## src/rtl/lcd_text_formatter.sv

```systemverilog
// Snapshots a Mini-CPU result and streams it as a 2x16 ASCII screen image over valid/ready.
// Optional build macro LCD_FMT_ZERO_BLANK_EN blanks leading zero digits of the value.
module lcd_text_formatter #(
  parameter logic [7:0] PAD_CHAR = 8'h20,
  parameter logic [7:0] SEP_CHAR = 8'h3D
) (
  input  logic        clk,
  input  logic        reset,
  input  logic        start,
  input  logic [3:0]  opcode,
  input  logic [3:0]  dest_reg,
  input  logic [15:0] result,
  input  logic        char_ready,
  output logic        char_valid,
  output logic [7:0]  char_data,
  output logic [4:0]  char_pos,
  output logic        busy,
  output logic        done
);

  typedef enum logic [1:0] {
    S_IDLE,
    S_CONVERT,
    S_EMIT
  } state_t;

  state_t      r_state;
  state_t      w_next;

  logic [3:0]  r_opcode;
  logic [3:0]  r_dest;
  logic        r_neg;
  logic [35:0] r_dd;
  logic [4:0]  r_cnt;
  logic [4:0]  r_pos;
  logic [7:0]  r_char;
  logic        r_valid;
  logic        r_done;

  logic        w_accept;
  logic        w_last;
  logic [15:0] w_mag;
  logic [35:0] w_adj;
  logic [35:0] w_dd_step;
  logic [19:0] w_bcd;
  logic [4:0]  w_gen_pos;
  logic [2:0]  w_dsel;
  logic [3:0]  w_digit;
  logic        w_blank;
  logic [55:0] w_mnem;
  logic [7:0]  w_mnem_char;
  logic        w_tens;
  logic [3:0]  w_ones;
  logic [7:0]  w_char;

  assign w_accept  = r_valid & char_ready;
  assign w_last    = (r_pos == 5'd31);
  assign w_mag     = result[15] ? (~result + 16'd1) : result;
  assign w_bcd     = r_dd[35:16];

  // Character for the position that will be presented next: 0 on leaving CONVERT, pos+1 in EMIT.
  assign w_gen_pos = (r_state == S_EMIT) ? (r_pos + 5'd1) : 5'd0;
  assign w_dsel    = w_gen_pos[2:0] - 3'd2;

  // ---------------------------------------------------------------- FSM
  always_comb begin
    w_next = r_state;
    case (r_state)
      S_IDLE:    if (start) w_next = S_CONVERT;
      S_CONVERT: if (r_cnt == 5'd16) w_next = S_EMIT;
      S_EMIT:    if (w_accept && w_last) w_next = S_IDLE;
      default:   w_next = S_IDLE;
    endcase
  end

  // ---------------------------------------------------------------- double dabble step
  always_comb begin
    w_adj = r_dd;
    for (int unsigned i = 0; i < 5; i++) begin
      if (r_dd[16 + 4*i +: 4] >= 4'd5)
        w_adj[16 + 4*i +: 4] = r_dd[16 + 4*i +: 4] + 4'd3;
    end
    w_dd_step = w_adj << 1;
  end

  // ---------------------------------------------------------------- character generation
  always_comb begin
    w_mnem = "-      ";
    case (r_opcode)
      4'd0:    w_mnem = "LOAD   ";
      4'd1:    w_mnem = "ADD    ";
      4'd2:    w_mnem = "ADDI   ";
      4'd3:    w_mnem = "SUB    ";
      4'd4:    w_mnem = "SUBI   ";
      4'd5:    w_mnem = "MUL    ";
      4'd6:    w_mnem = "CLEAR  ";
      4'd7:    w_mnem = "DISPLAY";
      default: w_mnem = "-      ";
    endcase
  end

  always_comb begin
    w_mnem_char = PAD_CHAR;
    case (w_gen_pos[2:0])
      3'd0:    w_mnem_char = w_mnem[55:48];
      3'd1:    w_mnem_char = w_mnem[47:40];
      3'd2:    w_mnem_char = w_mnem[39:32];
      3'd3:    w_mnem_char = w_mnem[31:24];
      3'd4:    w_mnem_char = w_mnem[23:16];
      3'd5:    w_mnem_char = w_mnem[15:8];
      3'd6:    w_mnem_char = w_mnem[7:0];
      default: w_mnem_char = PAD_CHAR;
    endcase
  end

  always_comb begin
    w_digit = 4'd0;
    case (w_dsel)
      3'd0:    w_digit = w_bcd[19:16];
      3'd1:    w_digit = w_bcd[15:12];
      3'd2:    w_digit = w_bcd[11:8];
      3'd3:    w_digit = w_bcd[7:4];
      3'd4:    w_digit = w_bcd[3:0];
      default: w_digit = 4'd0;
    endcase
  end

`ifdef LCD_FMT_ZERO_BLANK_EN
  // A digit is blanked only when it and every more significant digit are zero; the units digit never is.
  always_comb begin
    w_blank = 1'b0;
    case (w_gen_pos)
      5'd18:   w_blank = (w_bcd[19:16] == 4'd0);
      5'd19:   w_blank = (w_bcd[19:12] == 8'd0);
      5'd20:   w_blank = (w_bcd[19:8]  == 12'd0);
      5'd21:   w_blank = (w_bcd[19:4]  == 16'd0);
      default: w_blank = 1'b0;
    endcase
  end
`else
  assign w_blank = 1'b0;
`endif

  assign w_tens = (r_dest >= 4'd10);
  assign w_ones = w_tens ? (r_dest - 4'd10) : r_dest;

  always_comb begin
    w_char = PAD_CHAR;
    case (w_gen_pos) inside
      [5'd0:5'd6]:   w_char = w_mnem_char;
      5'd8:          w_char = 8'h52;
      5'd9:          w_char = {7'b0011000, w_tens};
      5'd10:         w_char = {4'h3, w_ones};
      5'd16:         w_char = SEP_CHAR;
      5'd17:         w_char = r_neg ? 8'h2D : 8'h2B;
      [5'd18:5'd22]: w_char = w_blank ? PAD_CHAR : {4'h3, w_digit};
      default:       w_char = PAD_CHAR;
    endcase
  end

  // ---------------------------------------------------------------- state and datapath registers
  always_ff @(posedge clk) begin
    if (reset) begin
      r_state  <= S_IDLE;
      r_opcode <= '0;
      r_dest   <= '0;
      r_neg    <= 1'b0;
      r_dd     <= '0;
      r_cnt    <= '0;
      r_pos    <= '0;
      r_char   <= '0;
      r_valid  <= 1'b0;
      r_done   <= 1'b0;
    end else begin
      r_state <= w_next;
      r_done  <= 1'b0;
      case (r_state)
        S_IDLE: begin
          if (start) begin
            r_opcode <= opcode;
            r_dest   <= dest_reg;
            r_neg    <= result[15];
            r_dd     <= {20'd0, w_mag};
            r_cnt    <= '0;
          end
        end
        S_CONVERT: begin
          if (r_cnt != 5'd16) begin
            r_dd  <= w_dd_step;
            r_cnt <= r_cnt + 5'd1;
          end else begin
            r_pos   <= '0;
            r_char  <= w_char;
            r_valid <= 1'b1;
          end
        end
        S_EMIT: begin
          if (w_accept) begin
            if (w_last) begin
              r_valid <= 1'b0;
              r_done  <= 1'b1;
            end else begin
              r_pos  <= r_pos + 5'd1;
              r_char <= w_char;
            end
          end
        end
        default: ;
      endcase
    end
  end

  assign char_valid = r_valid;
  assign char_data  = r_char;
  assign char_pos   = r_pos;
  assign busy       = (r_state != S_IDLE);
  assign done       = r_done;

endmodule

```

## config.mk

```make
export PLATFORM = sky130hd
export DESIGN_NAME = lcd_text_formatter
export DESIGN_NICKNAME = d
export VERILOG_FILES = /design/src/rtl/lcd_text_formatter.sv
export SDC_FILE = /design/constraint.sdc
export NUM_CORES = 1
export LEC_CHECK = 0
export BUFFER_PORTS_ARGS = -buffer_cell sky130_fd_sc_hd__buf_4
export CAP_MARGIN = 15
export CORE_MARGIN = 2
export CORE_UTILIZATION = 65
export DETAILED_ROUTE_END_ITERATION = 10
export GPL_ROUTABILITY_DRIVEN = 1
export PLACE_DENSITY = 0.91
export SYNTH_ARGS = -nofsm -noshare
export SYNTH_HDL_FRONTEND = slang
export SYNTH_SLANG_ARGS = --single-unit
```

## constraint.sdc

```tcl
create_clock -name clk -period 5.35 [get_ports clk]
set_input_delay 1.3375 -clock clk [delete_from_list [all_inputs] [get_ports clk]]
set_output_delay 1.3375 -clock clk [all_outputs]
set_load 0.02 [all_outputs]
```

==> metrics <==
die width=93.4 um; final hold violation count=0; Worst setup SP type=flop; Post-CTS Setup Bufs=0; critical path data required time=5.63 ns; crit path to=char_data[2]; RSZ-0062 raised after global routing=false; met2 Usage GRT=49.8%; grt met3 use=4.92%; Post-synth EDFFs=0; largest net degree at the start of global routing=73; global-route track usage on met1=41.4%; Hold Path Class=reg -> reg; Clk Latency, worst-skew pair=0.37 ns; Detailed Routing Iterations Pass 1=7; Cells after Synth=659; Yosys reg bits=87; Tot GR Track Use=30.8%; syn avg cell area=7.88 um^2; Synthesis Warnings=0; Critical Path Start=char_pos[0]; Diodes inserted=0; clock sink total=87; Max FO, Critical Path=29; Post-Route WL=13,200 um; reg2reg end=char_data[2]; HPWL Detailed=9230 um; # resized after CTS=0; row count=32; CTS buffer count=9; sw frac=30.1%; Pleak=2.15 nW; CTS clock-pin slew for the worst setup and hold paths=0.10 ns; Slew Viols, Final=0; post-synthesis sequential area ratio=33.5%; Placed Cells=766; FF-to-FF path depth=11; root buffer cell=clkbuf_8; CTS tree=yes; most frequent cells in the layout=87 x dfxtp_1, 70 x nand2_1, 65 x a21oi_1; final-report setup violation count=0; hold-fix buffers at CTS=0; top_reg_cell synth=dfxtp_1; Vias=4,879; final cell count without fillers=784; first-pass GRT wire length=21,500 um; IO buf count=42; Longest Clk Path Bufs=2; Nets=732; initial DRC count=350; sequential share of power=52.2%; Worst Slack Setup Final=1.65 ns; drc violations=0; Crit Path Category=reg -> reg; IO Pins=44; fraction of registers with async set or reset after synthesis=0%; Fmax=0.270 GHz; post-layout minimum cycle time=3.70 ns; routed len/inst=16.9 um; Worst R2R Setup Slack=1.65 ns; H-tree levels=3; clock network fraction of total power=33.5%; Max Cap Violations=0; core area=7730 um^2; CP arrival=3.98 ns; Chip Height=93.4 um; Design Area, Final=5690 um^2; post-DR vias/cell=6.22; grt ovf=0; GRT busiest layer=met2; Setup WS pre-CTS=1.75 ns; combinational fraction of design power=14.4%; crit end category=flop; pwr/cell area=238 nW/um^2; outcome=finished clean; Min Hold Slack=0.460 ns; Post-DP Area=5490 um^2; Initial Util=67.2%; routability congestion estimate=0.984; Cell Area, Synth=5190 um^2; relative slew slack=36.6%; fin crit share=69.1%; clock skew=0.0114 ns; Net Count, Synth=714; Die Footprint=8720 um^2; share of layout cells above drive strength 1=12.8%; Critical R2R Launch=char_pos[0]; Internal Power=0.000946 W; remaining antenna violation count=0; Area growth syn-to-layout=9.61%; net switching power=0.000407 W; antenna violations before repair=0; vias in the first global route=4,465; worst IR drop on VDD=0.211 mV; Worst-Margin Slew=0.952 ns; Setup TNS=0 ns; Cell variety after synth=74; most common cell after layout, fill and taps aside=dfxtp_1
[metrics by stage]
stage          total power [W]  util, %
2_1_floorplan         0.000845        -
3_3_place_gp          0.000902     71.0
3_5_place_dp          0.000910     71.0
4_1_cts                0.00135     73.5
5_1_grt                0.00140     73.7
6_report               0.00135     73.7
[kinds of logic after synthesis]
kind of cell | count (synthesis) | share of synthesized area, %
and+or+nand+nor | 252 | 24.2
DFF | 87 | 33.5
AOI/OAI and AO/OA | 174 | 21.8
adders and majority gates | 27 | 6.50
xor gates and xnor gates | 28 | 4.72
buffers and inverters | 76 | 6.19
muxes | 14 | 2.99
other | 1 | 0.0722
[per-layer routing]
| metal | part of all wire, % | routed length (um) |
|---|---|---|
| met2 | 46 | 6130 |
| met5 | 0 | 0 |
| met4 | 2.2 | 289 |
| met1 | 44 | 5780 |
| met3 | 7.7 | 1020 |
[cell type report]
class,instances,area [um^2]
Clock buffer,10,138
Clock inverter,6,53.8
Fill cell,586,2030
Inverter,33,124
Multi-Input combinational cell,496,3130
Sequential cell,87,1740
Tap cell,102,128
Timing Repair Buffer,50,375
[critical path: stages (launching register included)]
cell and delay (ns):
dfxtp_1 0.31, buf_4 0.22, ha_1 0.95, nand2_1 0.26
inv_1 0.25, ha_1 0.30, nor2b_1 0.08, a311oi_2 0.27
and4_1 0.31, nand3_1 0.11, a311o_1 0.35, a211oi_2 0.19
[worst min-delay path by stage]
stage | slack, ns | cells after the start | from | endpoint
floorplan | 0.43 | 2 | r_dd[12] | r_dd[12]
global placement | 0.44 | 2 | r_dd[3] | r_dd[3]
detailed placement | 0.45 | 2 | r_dd[12] | r_dd[12]
CTS | 0.46 | 2 | r_dd[12] | r_dd[12]
global route | 0.48 | 2 | r_dd[12] | r_dd[12]
finish | 0.46 | 2 | r_dd[12] | r_dd[12]
[power by group through the flow]
stage          Sequential (W)  Combinational (W)  Clock [W]
2_1_floorplan        0.000716           0.000129          0
3_3_place_gp         0.000718           0.000184          0
3_5_place_dp         0.000720           0.000190          0
4_1_cts              0.000705           0.000191   0.000450
5_1_grt              0.000709           0.000215   0.000478
6_report             0.000706           0.000194   0.000453
[cell usage after synthesis, types with 4 or more instances]
cell type	instances	share of area, %
nand3b_1	7	1.0
and2_1	5	0.60
nor4_1	6	0.72
o211ai_1	7	1.0
nor2b_1	8	0.96
mux2i_1	11	2.1
inv_1	32	2.3
and3_1	9	1.1
nor3_1	20	1.9
a211oi_1	8	1.2
nand3_1	23	2.2
o21ai_1	4	0.39
o31ai_1	4	0.58
nand4_1	4	0.48
a21oi_1	65	6.3
a31oi_1	9	1.1
nand2b_1	13	1.6
clkbuf_1	29	2.1
ha_1	27	6.5
o41ai_1	5	0.84
o21ai_0	31	3.0
a311oi_1	5	0.84
xor2_1	11	1.9
dfxtp_1	87	34
buf_2	8	0.77
o21a_1	4	0.58
xnor2_1	17	2.9
nand2_1	70	5.1
nor2_1	63	4.6
No activity file was read; power rests on OpenSTA's default activity.
